**config.mk**
```make
export PLATFORM = sky130hd
export DESIGN_NAME = start_done_seq
export DESIGN_NICKNAME = d
export VERILOG_FILES = /design/src/rtl/start_done_seq.sv
export SDC_FILE = /design/constraint.sdc
export NUM_CORES = 1
export LEC_CHECK = 0
export ABC_CLOCK_PERIOD_IN_PS = 1950
export CORE_AREA = 3 3 40 42
export CTS_CLUSTER_SIZE = 30
export DETAILED_ROUTE_END_ITERATION = 10
export DIE_AREA = 0 0 43 45
export PLACE_DENSITY = 0.69
export SLEW_MARGIN = 20
export SYNTH_ARGS = -nofsm -noshare
export SYNTH_HDL_FRONTEND = slang
export SYNTH_SLANG_ARGS = --single-unit
export TNS_END_PERCENT = 30
```
**constraint.sdc**
```tcl
create_clock -name clock -period 1.95 [get_ports clock]
set_input_delay 0.2925 -clock clock [delete_from_list [all_inputs] [get_ports clock]]
set_output_delay 0.2925 -clock clock [all_outputs]
set_load 0.02 [all_outputs]
```
**src/rtl/start_done_seq.sv**
```systemverilog
// rtl/start_done_seq.sv - start/done sequencer with Moore/Mealy done, abort, optional queued start
// Optional queued start (one deep) is built when START_PENDING_EN is defined.
module start_done_seq #(
   parameter int CNT_W     = 4,
   parameter int DONE_MODE = 0
) (
   input  logic             clock,
   input  logic             rst_n,
   input  logic             start,
   input  logic             abort,
   input  logic [CNT_W-1:0] len,
   output logic             busy,
   output logic             done,
   output logic [CNT_W-1:0] count
);

   typedef enum logic [1:0] {S_IDLE, S_RUN, S_DONE} state_t;

   state_t           state, state_nx;
   logic [CNT_W-1:0] cnt_q, cnt_nx;
   logic [CNT_W-1:0] len_q, len_q_nx;
   logic             last;
   logic             accept;

   assign last   = (cnt_q == len_q);
   assign accept = start & ~abort;

`ifdef START_PENDING_EN
   logic             pend_q, pend_nx;
   logic [CNT_W-1:0] len_p, len_p_nx;
`endif

   always_comb begin
      state_nx = state;
      cnt_nx   = cnt_q;
      len_q_nx = len_q;
      busy     = 1'b0;
      done     = 1'b0;
      count    = '0;
`ifdef START_PENDING_EN
      pend_nx  = pend_q;
      len_p_nx = len_p;
`endif
      unique case (state)
         S_IDLE: begin
            if (accept) begin
               state_nx = S_RUN;
               cnt_nx   = '0;
               len_q_nx = len;
            end
         end
         S_RUN: begin
            busy  = 1'b1;
            count = cnt_q;
            if (abort) begin
               state_nx = S_IDLE;
               cnt_nx   = '0;
`ifdef START_PENDING_EN
               pend_nx  = 1'b0;
`endif
            end else if (!last) begin
               cnt_nx = cnt_q + 1'b1;
`ifdef START_PENDING_EN
               if (start) begin
                  pend_nx  = 1'b1;
                  len_p_nx = len;
               end
`endif
            end else begin
               cnt_nx = '0;
               if (DONE_MODE == 0) begin
                  state_nx = S_DONE;
`ifdef START_PENDING_EN
                  if (start) begin
                     pend_nx  = 1'b1;
                     len_p_nx = len;
                  end
`endif
               end else begin
                  done     = 1'b1;
                  state_nx = S_IDLE;
`ifdef START_PENDING_EN
                  // a start on the terminal cycle is treated as the newest queued one
                  if (pend_q || start) begin
                     state_nx = S_RUN;
                     len_q_nx = start ? len : len_p;
                     pend_nx  = 1'b0;
                  end
`endif
               end
            end
         end
         S_DONE: begin
            done     = 1'b1;
            cnt_nx   = '0;
            state_nx = S_IDLE;
            // a live start wins over both the IDLE return and any queued start
            if (accept) begin
               state_nx = S_RUN;
               len_q_nx = len;
`ifdef START_PENDING_EN
               pend_nx  = 1'b0;
`endif
            end
`ifdef START_PENDING_EN
            else if (abort) begin
               pend_nx = 1'b0;
            end else if (pend_q) begin
               state_nx = S_RUN;
               len_q_nx = len_p;
               pend_nx  = 1'b0;
            end
`endif
         end
         default: begin
            state_nx = S_IDLE;
            cnt_nx   = '0;
         end
      endcase
   end

   always_ff @(posedge clock or negedge rst_n) begin
      if (!rst_n) begin
         state <= S_IDLE;
         cnt_q <= '0;
         len_q <= '0;
      end else begin
         state <= state_nx;
         cnt_q <= cnt_nx;
         len_q <= len_q_nx;
      end
   end

`ifdef START_PENDING_EN
   always_ff @(posedge clock or negedge rst_n) begin
      if (!rst_n) begin
         pend_q <= 1'b0;
         len_p  <= '0;
      end else begin
         pend_q <= pend_nx;
         len_p  <= len_p_nx;
      end
   end
`endif

endmodule

```
### Word level (Yosys, flattened, before mapping)

Index checks and enable logic that the tools add are counted.

* mux-type cells: 12
* equality and inequality tests: 5
* bitwise logic cells: 2
* add/subtract/negate cells: 1
* reductions and logical operators: 4

Operator list (count)
* 2-to-1 mux 4 bit: 4
* case mux 4 bit (2 select lines): 1
* 2-to-1 mux 2 bit: 3
* case mux 2 bit (3 select lines): 1
* adder 4 x 1 -> 4 bit (second input constant): 1
* == test 4 bit: 1
* AND reduction 2 bit: 2
* 2-to-1 mux 1 bit: 3
* != test 3 bit (second input constant): 1
* == test 2 x 1 -> 1 bit (second input constant): 1
* == test 2 bit (second input constant): 1
* logical NOT 2 bit: 1
* != test 2 bit (second input constant): 1
* OR reduction 2 bit: 1
* bitwise AND 1 bit: 1
* inverter 1 bit: 1

* word-level logic and storage cells: 27
* bits in registers: 10
* output and inout bits: 6
* input port bits: 8

### Logic depth before layout (Yosys ltp)

* depth in word-level cells: 4
* gate-level depth with buffers: 4

### Worst setup path after synthesis

Ideal clock, no wire load.

* path kind: reg-to-reg
* start point: register cnt_q[3]
* end point: register cnt_q[3]
* slack: 0.487 ns
* arrival time: 1.339 ns
* cell stages (with the launch flop): 5
* clock period less this slack: 1.463 ns
* cell sequence: dfrtp_1 -> xor2_1 -> o41ai_4 -> nor3_1 -> a211o_1

* word-level cells in the longest chain between the ends: 4
* elaborated cells on any way between the ends: 5
* classes of those cells: add/sub: 1; eq/ne: 1; mux: 3

RTL lines
* start: declaration: line 20 `logic [CNT_W-1:0] cnt_q, cnt_nx;`
* start signal: assignment: line 129 `cnt_q <= cnt_nx;`
* adder 4 x 1 -> 4 bit / == test 4 bit (equally long branches): line 62, 25
* 2-to-1 mux 4 bit (*): line 61 `end else if (!last) begin`
* 2-to-1 mux 4 bit (*): line 55 `if (abort) begin`
* case mux 4 bit (2 select lines) (*): line 44 `unique case (state)`

Every way passes the cells marked *; elsewhere a longest branch is shown, timed or not.
A chain may end at the register's enable or synchronous reset.

### Worst setup path in the final report

* start point: register state[0]
* end point: output busy

* word-level cells in the longest chain between the ends: 2

RTL lines
* start: declaration: line 19 `state_t state, state_nx;`
* start signal: assignment: line 128 `state <= state_nx;`
* == test 2 x 1 -> 1 bit: line 44
* 2-to-1 mux 1 bit: line 44
* end: declaration: line 12 `output logic busy,`

Every way passes these cells.

==> flow_summary.toml <==
[status]
status = "complete, no violations"

[floorplan]
die_w_um = 43
ios = 14
core_area_um2 = 1280
start_util_pct = 42.0
die_h_um = 45
dieArea_um2 = 1940
core.rowCount = 13

[routing]
dr.pass1.iters = 2
drcViolationCount = 0
vias_per_cell = 4.94
drtIter0Drc = 2
wl_per_cell_um = 11.7
num_vias = 380
drt-total-wl_um = 901
drtAntennaViolNets = 0

[synth]
syn_nets = 54
mappedNetlistArea_um2 = 539
synth.distinct_cells = 22
yosysWarnings = 0
syn_inst = 45
synth-seq-cells = 10
seq_area_frac_synth_pct = 46.4
synth_area_per_cell_um2 = 12.0

[clock_network]
hold_buffers = 0
insertion_delay_ns = 0.26
cts_tree = "yes"
cts_resized = 1
clk_pin_slew_ns = 0.06
clock_sinks = 10
post-cts-setup-buffers = 0
htreeDepth = 1
cts_buffers = 3
cts_root_buf = "clkbuf_4"
cts_buffer_depth = 2

[cells_and_area]
n_antenna_cell = 0
syn_to_final_growth_pct = 35.5
fin_area_um2 = 731
drive_above_1_share_pct = 21.0
fillers = 113
num-nets-final = 73

[sta]
setup_violations = 0
finalClockSkew_ns = 0.00661
tns_ns = 0
rsz0062_at_grt = "no"
finalHoldViolations = 0
fin_crit_ns = 1.76
fmax_mhz = 570
maxSlewHeadroom_pct = 70.2
drv_slew = 0
hold-worst-slack_ns = 0.344
worst_slew_pin_slew_ns = 0.445
setup_ws_ns = 0.194
finalCritPeriodShare_pct = 90.0

[power]
p_switching_w = 0.000188
pwr-share-seq_pct = 47.7
combPwrFrac_pct = 29.7
ir_drop_uv = 525
powerDensity_nw_per_um2 = 812
pwr-share-clk_pct = 22.7
p_leak_nw = 0.396
swShare_pct = 31.7
intPower_w = 0.000405
power.total_w = 0.000593

[worst_setup_path]
worstSetupPathType = "flip-flop to primary output"
crit_fanout = 5
r2r_start = "cnt_q[2]$_DFFE_PN0P_"
crit_arrival_ns = 1.46
r2r_end = "cnt_q[3]$_DFFE_PN0P_"
endpoint_kind = "primary output"
rrSetupSlack_ns = 0.37
cp-start-kind = "flip-flop"
crit_required_ns = 1.66
r2r_cells = 4
startpoint = "state[0]$_DFFE_PN0P_"
crit_end = "busy"

[global_route]
grt_pass1_vias = 394
grt_start_max_net_pins = 11
antenna_found_initial = 0
grt.total_usage_pct = 12.5
grt_pass1_wl_um = 1710
grt-ovfl-total = 0

[place]
hpwlAfterDp_um = 725
place.gp.congestion = 0.688
dpl_cell_area_um2 = 696
port_buffers = 13
dp_worst_setup_slack_ns = 0.203

[hold_path]
hp-class = "input port to asynchronous set/reset pin"

[flow_run]
cap_viol_max_count = 0
[metrics by stage]
stage                     utilization, %  instances
after floorplan                        -         45
after CTS                           56.1         77
after global placement              54.1         74
after detailed placement            54.1         74
after global routing                56.9         77
final                               56.9         77
[worst min path at each step]
stage / start / endpoint / depth (start not counted)
after CTS: rst_n / len_q[2]$_DFFE_PN0P_ / 1
after global routing: rst_n / len_q[2]$_DFFE_PN0P_ / 1
final: rst_n / len_q[2]$_DFFE_PN0P_ / 1
after floorplan: rst_n / cnt_q[0]$_DFFE_PN0P_ / 0
after detailed placement: len_q[2]$_DFFE_PN0P_ / len_q[2]$_DFFE_PN0P_ / 1
after global placement: len_q[0]$_DFFE_PN0P_ / len_q[0]$_DFFE_PN0P_ / 1
[power groups by stage]
| stage | logic (W) | registers (W) | clock network, W |
|---|---|---|---|
| 4_1_cts | 0.000180 | 0.000284 | 0.000143 |
| 2_1_floorplan | 0.000125 | 0.000277 | 0 |
| 6_report | 0.000176 | 0.000283 | 0.000135 |
| 3_3_place_gp | 0.000176 | 0.000287 | 0 |
| 3_5_place_dp | 0.000178 | 0.000288 | 0 |
| 5_1_grt | 0.000198 | 0.000289 | 0.000157 |
[critical path, cell delays in order (launching register included)]
cell and delay (ns):
dfrtp_1 0.39, nor2b_2 0.20, clkdlybuf4s50_1 0.62
[state kept, by name, summed over array words and instances, names as in the netlist]
register and flops:
cnt_q 4, len_q 4, state 2
[metal layers]
metal  wire [µm]  up-vias  share of wire (%)  track usage (%)
met5           0        -                  0                0
met4           0        0                  0             9.04
met3          53        0                5.9             3.59
met2         456       10                 51             19.8
met1         391      173                 43             14.6
li1            -      197                  -                -
[synth_stat cells]
library cell   n  area (µm²)
dfrtp_1       10         250
nor2b_1        5        31.3
and2_1         4        25.0
mux2_2         4        45.0
xor2_1         3        26.3
nand2_1        2        7.51
nor3_1         2        10.0
a211o_1        1        8.76
a21o_1         1        7.51
a22o_1         1        8.76
and2_2         1        7.51
ha_1           1        12.5
nand3_1        1        5.00
nor2_1         1        3.75
nor3b_2        1        12.5
nor4_1         1        6.26
nor4b_1        1        8.76
o21ai_0        1        5.00
o21bai_1       1        7.51
o41ai_4        1        27.5
or2_1          1        6.26
xor2_2         1        16.3
[logic make-up after synthesis]
logic type                 Yosys count  share of synthesized area [%]
adders and majority gates            1                           2.32
and+or+nand+nor                     20                           23.0
xor gates and xnor gates             4                           7.89
AOI/OAI and AO/OA                    6                           12.1
DFF                                 10                           46.4
muxes                                4                           8.35
[cell type report]
type                       instances  area, µm²  share of cell area, %
timing repair buffer              14        148                   20.2
multi-input combinational         35        292                   39.9
tap                               15       18.8                   2.57
sequential                        10        250                   34.2
clock buffer                       3       22.5                   3.08
[cells in the final DEF, fill, tap and decap left out]
cell,synthesis,final
nand3_1,1,1
a21o_1,1,1
and2_2,1,1
dlymetal6s2s_1,0,4
o21ai_0,1,1
ha_1,1,1
xor2_1,3,3
nor2b_1,5,4
clkdlybuf4s50_1,0,9
nor4_1,1,1
nor3b_2,1,1
and2_1,4,4
a211o_1,1,1
o21bai_1,1,1
nand2_1,2,2
nor4b_1,1,1
nor2_1,1,1
clkbuf_4,0,3
a22o_1,1,1
buf_4,0,1
xor2_2,1,1
mux2_2,4,4
nor2b_2,0,1
or2_1,1,1
nor3_1,2,2
o41ai_4,1,1
dfrtp_1,10,10
Note: power is estimated with default switching activity, not from simulation.
